<file path="config.mk">
export PLATFORM = sky130hd
export DESIGN_NAME = cond_flag_unit
export DESIGN_NICKNAME = d
export VERILOG_FILES = /design/src/rtl/cond_flag_unit.sv
export SDC_FILE = /design/constraint.sdc
export NUM_CORES = 1
export LEC_CHECK = 0
export BUFFER_PORTS_ARGS = -buffer_cell sky130_fd_sc_hd__clkbuf_2
export CAP_MARGIN = 0
export CORE_AREA = 3 3 40 42
export CTS_CLUSTER_SIZE = 20
export DETAILED_ROUTE_END_ITERATION = 8
export DIE_AREA = 0 0 43 45
export GPL_TIMING_DRIVEN = 0
export PLACE_DENSITY_LB_ADDON = 0.2
export SLEW_MARGIN = 10
export SYNTH_ARGS = -nofsm -noshare
export SYNTH_HDL_FRONTEND = slang
export SYNTH_SLANG_ARGS = --single-unit
</file>
<file path="constraint.sdc">
create_clock -name clk -period 1.7 [get_ports clk]
set_clock_uncertainty 0.05 [all_clocks]
set_input_delay 0.17 -clock clk [delete_from_list [all_inputs] [get_ports clk]]
set_output_delay 0.17 -clock clk [all_outputs]
set_load 0.01 [all_outputs]
</file>
<file path="src/rtl/cond_flag_unit.sv">
// Conditional-execution stage: holds NZCV, evaluates Cond, gates PCS/RegW/MemW.
// Optional saturating exec/squash counters are built when COND_PERF_CNT_EN is defined.
module cond_flag_unit #(
    parameter logic [3:0] FLAG_RESET = 4'b0000
`ifdef COND_PERF_CNT_EN
    ,
    parameter int unsigned CNT_W = 32
`endif
) (
    input  logic       clk,
    input  logic       reset_n,
    input  logic       InstrValid,
    input  logic [3:0] Cond,
    input  logic [3:0] ALUFlags,
    input  logic [1:0] FlagW,
    input  logic       PCS,
    input  logic       RegW,
    input  logic       MemW,
    output logic       PCSrc,
    output logic       RegWrite,
    output logic       MemWrite,
    output logic       CondEx,
    output logic [3:0] Flags
`ifdef COND_PERF_CNT_EN
    ,
    output logic [CNT_W-1:0] ExecCount,
    output logic [CNT_W-1:0] SquashCount
`endif
);

    typedef enum logic [3:0] {
        COND_EQ = 4'b0000,
        COND_NE = 4'b0001,
        COND_CS = 4'b0010,
        COND_CC = 4'b0011,
        COND_MI = 4'b0100,
        COND_PL = 4'b0101,
        COND_VS = 4'b0110,
        COND_VC = 4'b0111,
        COND_HI = 4'b1000,
        COND_LS = 4'b1001,
        COND_GE = 4'b1010,
        COND_LT = 4'b1011,
        COND_GT = 4'b1100,
        COND_LE = 4'b1101,
        COND_AL = 4'b1110,
        COND_RS = 4'b1111
    } cond_e;

    logic [3:0] flags_q, flags_d;
    logic       flag_n, flag_z, flag_c, flag_v;
    logic       cond_pass;

    assign {flag_n, flag_z, flag_c, flag_v} = flags_q;

    // Evaluated against the registered (pre-update) flags. Unknown or
    // reserved codes fall to the default and squash.
    always_comb begin
        cond_pass = 1'b0;
        case (Cond)
            COND_EQ: cond_pass = flag_z;
            COND_NE: cond_pass = ~flag_z;
            COND_CS: cond_pass = flag_c;
            COND_CC: cond_pass = ~flag_c;
            COND_MI: cond_pass = flag_n;
            COND_PL: cond_pass = ~flag_n;
            COND_VS: cond_pass = flag_v;
            COND_VC: cond_pass = ~flag_v;
            COND_HI: cond_pass = flag_c & ~flag_z;
            COND_LS: cond_pass = ~flag_c | flag_z;
            COND_GE: cond_pass = (flag_n == flag_v);
            COND_LT: cond_pass = (flag_n != flag_v);
            COND_GT: cond_pass = ~flag_z & (flag_n == flag_v);
            COND_LE: cond_pass = flag_z | (flag_n != flag_v);
            COND_AL: cond_pass = 1'b1;
            COND_RS: cond_pass = 1'b0;
            default: cond_pass = 1'b0;
        endcase
    end

    // Holding reset_n low also blocks every write enable, so garbage on
    // Cond during reset can never reach the PC, register file or memory.
    assign CondEx   = InstrValid & reset_n & cond_pass;
    assign PCSrc    = PCS  & CondEx;
    assign RegWrite = RegW & CondEx;
    assign MemWrite = MemW & CondEx;
    assign Flags    = flags_q;

    always_comb begin
        flags_d = flags_q;
        if (FlagW[1] && CondEx) begin
            flags_d[3:2] = ALUFlags[3:2];
        end
        if (FlagW[0] && CondEx) begin
            flags_d[1:0] = ALUFlags[1:0];
        end
    end

    always_ff @(posedge clk) begin
        if (!reset_n) begin
            flags_q <= FLAG_RESET;
        end else begin
            flags_q <= flags_d;
        end
    end

`ifdef COND_PERF_CNT_EN
    logic [CNT_W-1:0] exec_cnt_q, exec_cnt_d;
    logic [CNT_W-1:0] squash_cnt_q, squash_cnt_d;

    // Bubbles (InstrValid=0) are neither executed nor squashed.
    always_comb begin
        exec_cnt_d   = exec_cnt_q;
        squash_cnt_d = squash_cnt_q;
        if (InstrValid && CondEx) begin
            if (exec_cnt_q != '1) begin
                exec_cnt_d = exec_cnt_q + CNT_W'(1);
            end
        end else if (InstrValid) begin
            if (squash_cnt_q != '1) begin
                squash_cnt_d = squash_cnt_q + CNT_W'(1);
            end
        end
    end

    always_ff @(posedge clk) begin
        if (!reset_n) begin
            exec_cnt_q   <= '0;
            squash_cnt_q <= '0;
        end else begin
            exec_cnt_q   <= exec_cnt_d;
            squash_cnt_q <= squash_cnt_d;
        end
    end

    assign ExecCount   = exec_cnt_q;
    assign SquashCount = squash_cnt_q;
`endif

endmodule

</file>
==> impl_metrics.env, run 1 <==
export IMPL_outcome="finished, violations left"
export IMPL_failed_checks="setup timing"
export IMPL_whs_path_depth=3
export IMPL_r2r_start="Flags[2]$_SDFFE_PN0P_"
export IMPL_fmaxAchievable_mhz=534
export IMPL_synth_most_common_cell="inv_1"
export IMPL_slew_limit_headroom_pct=74.5
export IMPL_largest_reg_flops=4
export IMPL_setup_viol=4
export IMPL_worst_path_dominant_cell_family="simple AND/OR/NAND/NOR gates"
export IMPL_h_tree_depth=1
export IMPL_rsz0062_at_grt="yes"
export IMPL_avgSynthCellArea_um2=7.98
export IMPL_place_inst=89
export IMPL_first_iter_violations=0
export IMPL_hold_viol_final=0
export IMPL_root_buffer="clkbuf_4"
export IMPL_cts_sinks=4
export IMPL_critPathMaxStageDelay_ns=0.50
export IMPL_crit_type="register to output port"
export IMPL_fp_dieArea_um2=1940
export IMPL_worstPathRequired_ns=1.48
export IMPL_critPathMaxFanout=5
export IMPL_drv_cap=0
export IMPL_cts_tree="built"
export IMPL_worstMarginPinSlew_ns=0.380
export IMPL_synth_commonest_cells="inv_1 (9), mux2i_1 (7), nor2_1 (5), dfxtp_1 (4), nand2_1 (4)"
export IMPL_antenna_found_initial=0
export IMPL_grt_pass1_vias=388
export IMPL_ant_nets=0
export IMPL_final_cells=95
export IMPL_async_flop_share_pct=0
export IMPL_synth_edf_count=0
export IMPL_drc=0
export IMPL_synth_warnings=0
export IMPL_port_buffers=21
export IMPL_critPathArrivalTime_ns=1.65
export IMPL_ys_seq_area_share_pct=18.9
export IMPL_leakagePower_nw=0.334
export IMPL_crit_path_end_kind="output port"
export IMPL_clock_latency_ns=0.23
export IMPL_cts_buffers=3
export IMPL_hpwl_um=782
export IMPL_cp_start_kind="register"
export IMPL_grt_pass1_wl_um=1410
export IMPL_die_h_um=45
export IMPL_fin_tns_setup_ns=-0.648
export IMPL_grt_max_degree=9
export IMPL_synth_ff_type="dfxtp_1"
export IMPL_hold_path_end="Flags[1]$_SDFFE_PN0P_"
export IMPL_grt_usage_pct=9.48
export IMPL_finalCriticalPeriod_ns=1.87
export IMPL_yosysTopAreaCell="dfxtp_1"
export IMPL_routed_wl_um=914
export IMPL_dr_pass1_iters=1
export IMPL_clk_pin_slew_worst_paths_ns=0.04
export IMPL_grt_overflow=0
export IMPL_path_buf_inv=1
export IMPL_slew_violations=0
export IMPL_irDropWorstVdd_mv=0.313
export IMPL_cts_hold_buf=0
export IMPL_gp_congestion=0.637
export IMPL_antenna_cells=0
export IMPL_ys_ff_latch=4
export IMPL_setup_ws_ns=-0.173
export IMPL_crit_chain="or4b_4 -> a21oi_4 -> o2111ai_4 -> nor2_1 -> buf_2"
export IMPL_synthCells=53
export IMPL_r2r_end="Flags[3]$_SDFFE_PN0P_"
export IMPL_vias=445
export IMPL_min_from="ALUFlags[1]"
export IMPL_synth_nets=69
export IMPL_wl_per_cell_um=9.62
export IMPL_syn_area_um2=423
export IMPL_initial_core_util_pct=32.9
export IMPL_fin_area_um2=628
export IMPL_power_density_nw_per_um2=526
export IMPL_core_area_um2=1280
export IMPL_synth_area_top_cells="dfxtp_1 (19%), mux2i_1 (17%), inv_1 (8.0%)"
export IMPL_drive_gt1_share_pct=53.8
export IMPL_viasPerCell=4.68
export IMPL_slowest_stage="or4b_4"
export IMPL_postPlaceCellArea_um2=547
export IMPL_post_route_period_util_pct=110
export IMPL_nets=98
export IMPL_reg2reg_setup_slack_ns=0.17
export IMPL_dp_slack_ns=-0.0149
export IMPL_synth_top_area_share_pct=18.9
export IMPL_area_growth_pct=48.5
export IMPL_rows=13
export IMPL_clock_path_buffers=2
export IMPL_worstHoldPathType="input port to register"
export IMPL_r2r_cells=5
export IMPL_io_pins=24
export IMPL_synth_cell_type_count=23
export IMPL_die_w_um=43
-- metrics by stage --
step                      power, W  hold WS, ns  util [%]
after global placement    0.000201        0.341      42.6
after floorplan           0.000166        0.252         -
after detailed placement  0.000202        0.345      42.6
after global routing      0.000349        0.111      48.9
after CTS                 0.000323       0.0936      45.7
final                     0.000331       0.0993      48.9
-- how the worst max path moves through the flow --
| stage | start | endpoint | slack (ns) | cells after the start |
|---|---|---|---|---|
| 6_report | Flags[2]$_SDFFE_PN0P_ | RegWrite | -0.17 | 5 |
| 5_1_grt | Flags[2]$_SDFFE_PN0P_ | RegWrite | -0.23 | 5 |
| 4_1_cts | Flags[2]$_SDFFE_PN0P_ | RegWrite | -0.25 | 5 |
| 3_5_place_dp | Flags[2]$_SDFFE_PN0P_ | RegWrite | -0.01 | 5 |
| 3_3_place_gp | Flags[2]$_SDFFE_PN0P_ | RegWrite | -0.005 | 5 |
| 2_1_floorplan | Flags[2]$_SDFFE_PN0P_ | MemWrite | 0.06 | 4 |
-- worst reg2reg max path, stage by stage (launching register included) --
cell     delay (ns)
dfxtp_2        0.33
or4b_4         0.50
a21oi_4        0.20
buf_4          0.14
o21ai_2        0.07
mux2i_1        0.13
-- per-layer routing --
metal  vias to the layer above  GRT usage [%]  routed length [µm]
met5                         -              0                   0
met4                         0           7.23                   0
met3                         0           1.99                  65
met2                        12           15.3                 463
met1                       199           11.0                 384
li1                        234              -                   -
-- logic make-up after synthesis --
logic type             count (synthesis)  synth area share [%]
AO/OA/AOI/OAI                          9                  20.1
XOR/XNOR                               2                  4.14
buffers and inverters                 11                  12.4
flip-flops                             4                  18.9
multiplexers                           8                  20.1
AND/OR/NAND/NOR                       19                  24.3
-- layout by cell type (no fill, tap or decap), drive strengths merged, types with 2 or more instances in the layout --
| cell type | count |
|---|---|
| inv | 9 |
| o21ai | 4 |
| buf | 8 |
| nor3 | 3 |
| mux2i | 7 |
| nand2 | 4 |
| dfxtp | 4 |
| xnor2 | 2 |
| nand3 | 2 |
| clkbuf | 21 |
| nor2 | 5 |
-- where the power goes --
part / internal, W / switching (W)
combinational: 0.0000564 / 0.0000559
clock: 0.0000787 / 0.0000343
sequential: 0.000100 / 0.00000538
total: 0.000235 / 0.0000955
-- repair_timing --
action	4_1_cts	5_1_grt
pin swaps	4	3
gates resized for setup	2	11
buffers inserted	2	1
endpoints found under the setup margin	4	4
-- cell type report --
| type | instances | area (µm²) |
|---|---|---|
| multi-input cells | 38 | 323 |
| clock buffers | 3 | 22.5 |
| repair buffers | 24 | 128 |
| inverters | 9 | 33.8 |
| well taps | 15 | 18.8 |
| plain buffers | 2 | 18.8 |
| fillers | 133 | 657 |
| flip-flops and latches | 4 | 83.8 |
(Power assumes the default switching activity.)
==> run 2, diff against run 1 <==
- ABC_AREA: default -> 1
- SKIP_LAST_GASP: default -> 1
==> impl_metrics.env, run 2 <==
export IMPL_switching_share_pct=33.4
export IMPL_crit_type="register to output port"
export IMPL_avgSynthCellArea_um2=5.18
export IMPL_grt_usage_pct=12.5
export IMPL_synth_fa_ha_area_share_pct=0
export IMPL_ant_nets=0
export IMPL_worst_path_dominant_cell_family="simple AND/OR/NAND/NOR gates"
export IMPL_die_h_um=45
export IMPL_port_buffers=23
export IMPL_worstMarginPinSlew_ns=0.270
export IMPL_seqPwrFrac_pct=29.8
export IMPL_async_flop_share_pct=0
export IMPL_seqCellArea_um2=83.8
export IMPL_ys_ff_latch=4
export IMPL_initial_core_util_pct=35.1
export IMPL_power_density_nw_per_um2=533
export IMPL_synthCells=87
export IMPL_synthXorXnorAreaFrac_pct=0
export IMPL_fmaxAchievable_mhz=598
export IMPL_rows=13
export IMPL_drv_cap=0
export IMPL_p_comb_share_pct=36.4
export IMPL_power_switching_w=0.000117
export IMPL_first_iter_violations=6
export IMPL_holdWs_ns=0.144
export IMPL_nets=135
export IMPL_critPathArrivalTime_ns=1.45
export IMPL_synth_area_top_cells="nand2_1 (25%), dfxtp_1 (18%), inv_1 (14%)"
export IMPL_critPathMaxStageDelay_ns=0.35
export IMPL_cts_hold_buf=0
export IMPL_mostFrequentLayoutCell="nand2_1"
export IMPL_antenna_found_initial=0
export IMPL_h_tree_depth=1
export IMPL_synth_warnings=0
export IMPL_ys_seq_area_share_pct=17.8
export IMPL_leakagePower_nw=0.416
export IMPL_wl_per_cell_um=8.71
export IMPL_cts_buffers=3
export IMPL_clk_pin_slew_worst_paths_ns=0.03
export IMPL_synth_cell_type_count=15
export IMPL_cts_sinks=4
export IMPL_synth_ff_type="dfxtp_1"
export IMPL_yosys_mux_area_fraction_pct=0
export IMPL_setup_ws_ns=0.0282
export IMPL_synth_top_family_by_area="simple AND/OR/NAND/NOR gates"
export IMPL_drc=0
export IMPL_reg2reg_setup_slack_ns=0.21
export IMPL_setup_viol=0
export IMPL_multiInputGateArea_um2=308
export IMPL_gp_congestion=0.744
export IMPL_routed_wl_um=1150
export IMPL_outcome="complete, no violations"
export IMPL_path_buf_inv=3
export IMPL_core_area_um2=1280
export IMPL_clock_latency_ns=0.24
export IMPL_dp_slack_ns=0.133
export IMPL_drive_gt1_share_pct=40.2
export IMPL_slew_violations=0
export IMPL_largest_reg_flops=4
export IMPL_final_cell_mix="nand2_1 (27), clkbuf_2 (21), inv_1 (17)"
export IMPL_fp_dieArea_um2=1940
export IMPL_postPlaceCellArea_um2=584
export IMPL_hpwl_um=909
export IMPL_nFillCells=134
export IMPL_synth_nets=103
export IMPL_worstPathRequired_ns=1.48
export IMPL_fin_area_um2=657
export IMPL_clkPwrFrac_pct=33.8
export IMPL_synth_commonest_cells="nand2_1 (30), inv_1 (17), nor2_1 (12), nand3_1 (5)"
export IMPL_grt_pass1_wl_um=1830
export IMPL_syn_area_um2=450
export IMPL_crit_path_end_kind="output port"
export IMPL_finalCriticalPeriod_ns=1.67
export IMPL_synth_compound_area_share_pct=4.44
export IMPL_slowest_stage="dfxtp_2"
export IMPL_viasPerCell=4.52
export IMPL_yosys_area_share_simple_pct=60.3
export IMPL_synth_most_common_cell="nand2_1"
export IMPL_area_growth_pct=45.8
export IMPL_hold_viol_final=0
export IMPL_clock_path_buffers=2
export IMPL_yosysTopAreaCell="nand2_1"
export IMPL_dr_pass1_iters=4
export IMPL_grt_overflow=0
export IMPL_slew_limit_headroom_pct=82.0
export IMPL_grt_max_degree=9
export IMPL_worstHoldPathType="input port to register"
export IMPL_irDropWorstVdd_mv=0.431
export IMPL_antenna_cells=0
export IMPL_io_pins=24
export IMPL_cp_start_kind="register"
export IMPL_vias=597
export IMPL_critPathMaxFanout=4
export IMPL_finalPower_w=0.000350
export IMPL_cts_tree="built"
export IMPL_post_route_period_util_pct=98.3
export IMPL_crit_chain="inv_2 -> nand2_1 -> o21ai_1 -> or2_1 -> nand3_1 -> nand2_1 -> inv_2 -> nand2_4 -> nand2_4 -> nor2_1 -> buf_2"
export IMPL_synth_edf_count=0
export IMPL_synth_top_area_share_pct=25.0
export IMPL_grt_pass1_vias=505
export IMPL_die_w_um=43
export IMPL_p_int_w=0.000233
export IMPL_root_buffer="clkbuf_4"
export IMPL_rsz0062_at_grt="yes"
-- run 2: worst paths after layout --
check,startpoint,to,cells after the start
worst min register to register,Flags[1]$_SDFFE_PN0P_,Flags[1]$_SDFFE_PN0P_,4
worst max-delay path,Flags[0]$_SDFFE_PN0P_,MemWrite,11
worst max register to register,Flags[0]$_SDFFE_PN0P_,Flags[0]$_SDFFE_PN0P_,13
worst min-delay path,reset_n,Flags[1]$_SDFFE_PN0P_,3
-- run 2: cells by family after synthesis --
kind of cell	after synthesis
AOI/OAI and AO/OA	4
buffers and inverters	21
DFF	4
and+or+nand+nor	58
-- run 2: worst register-to-register path, cell delays in order, from the launching register on --
cell and delay [ns]:
dfxtp_2 0.35, inv_2 0.06, nand2_1 0.05, o21ai_1 0.08, or2_1 0.21, nand3_1 0.06, nand2_1 0.06, inv_2 0.06
nand2_4 0.06, buf_4 0.15, nand3_2 0.06, nand2_1 0.05, inv_1 0.05, nor2_1 0.04
-- run 2: power by group through the flow --
stage / Sequential, W / Combinational, W / Clock, W
floorplan: 0.000106 / 0.0000691 / 0
global placement: 0.000105 / 0.000111 / 0
detailed placement: 0.000105 / 0.000112 / 0
CTS: 0.000104 / 0.000127 / 0.000124
global route: 0.000105 / 0.000144 / 0.000131
finish: 0.000104 / 0.000127 / 0.000118
-- run 2: metrics by stage --
stage | util, % | std cells | TNS, ns
floorplan | - | 87 | 0
global placement | 45.5 | 125 | 0
detailed placement | 45.5 | 125 | 0
CTS | 50.2 | 131 | -0.00116
global route | 51.1 | 132 | -0.243
finish | 51.1 | 132 | 0
-- run 2: area by class of cell --
| cell class | count | area share (%) |
|---|---|---|
| multi-input cells | 62 | 46.9 |
| repair buffers | 27 | 22.1 |
| inverters | 21 | 12.0 |
| flip-flops and latches | 4 | 12.8 |
| clock buffers | 3 | 3.43 |
| well taps | 15 | 2.86 |
-- run 2: layer usage --
layer  wire length, µm  part of all wire, %  track usage [%]
met1               496                   43             13.2
met2               588                   51             24.0
met3                66                  5.7             4.78
met4                 0                    0             1.81
met5                 0                    0                0
-- run 2: repair_timing --
item | CTS | global route
pin swaps | 7 | 11
resized for setup | 7 | 3
buffers inserted | 3 | 1
setup endpoints to repair | 4 | 4
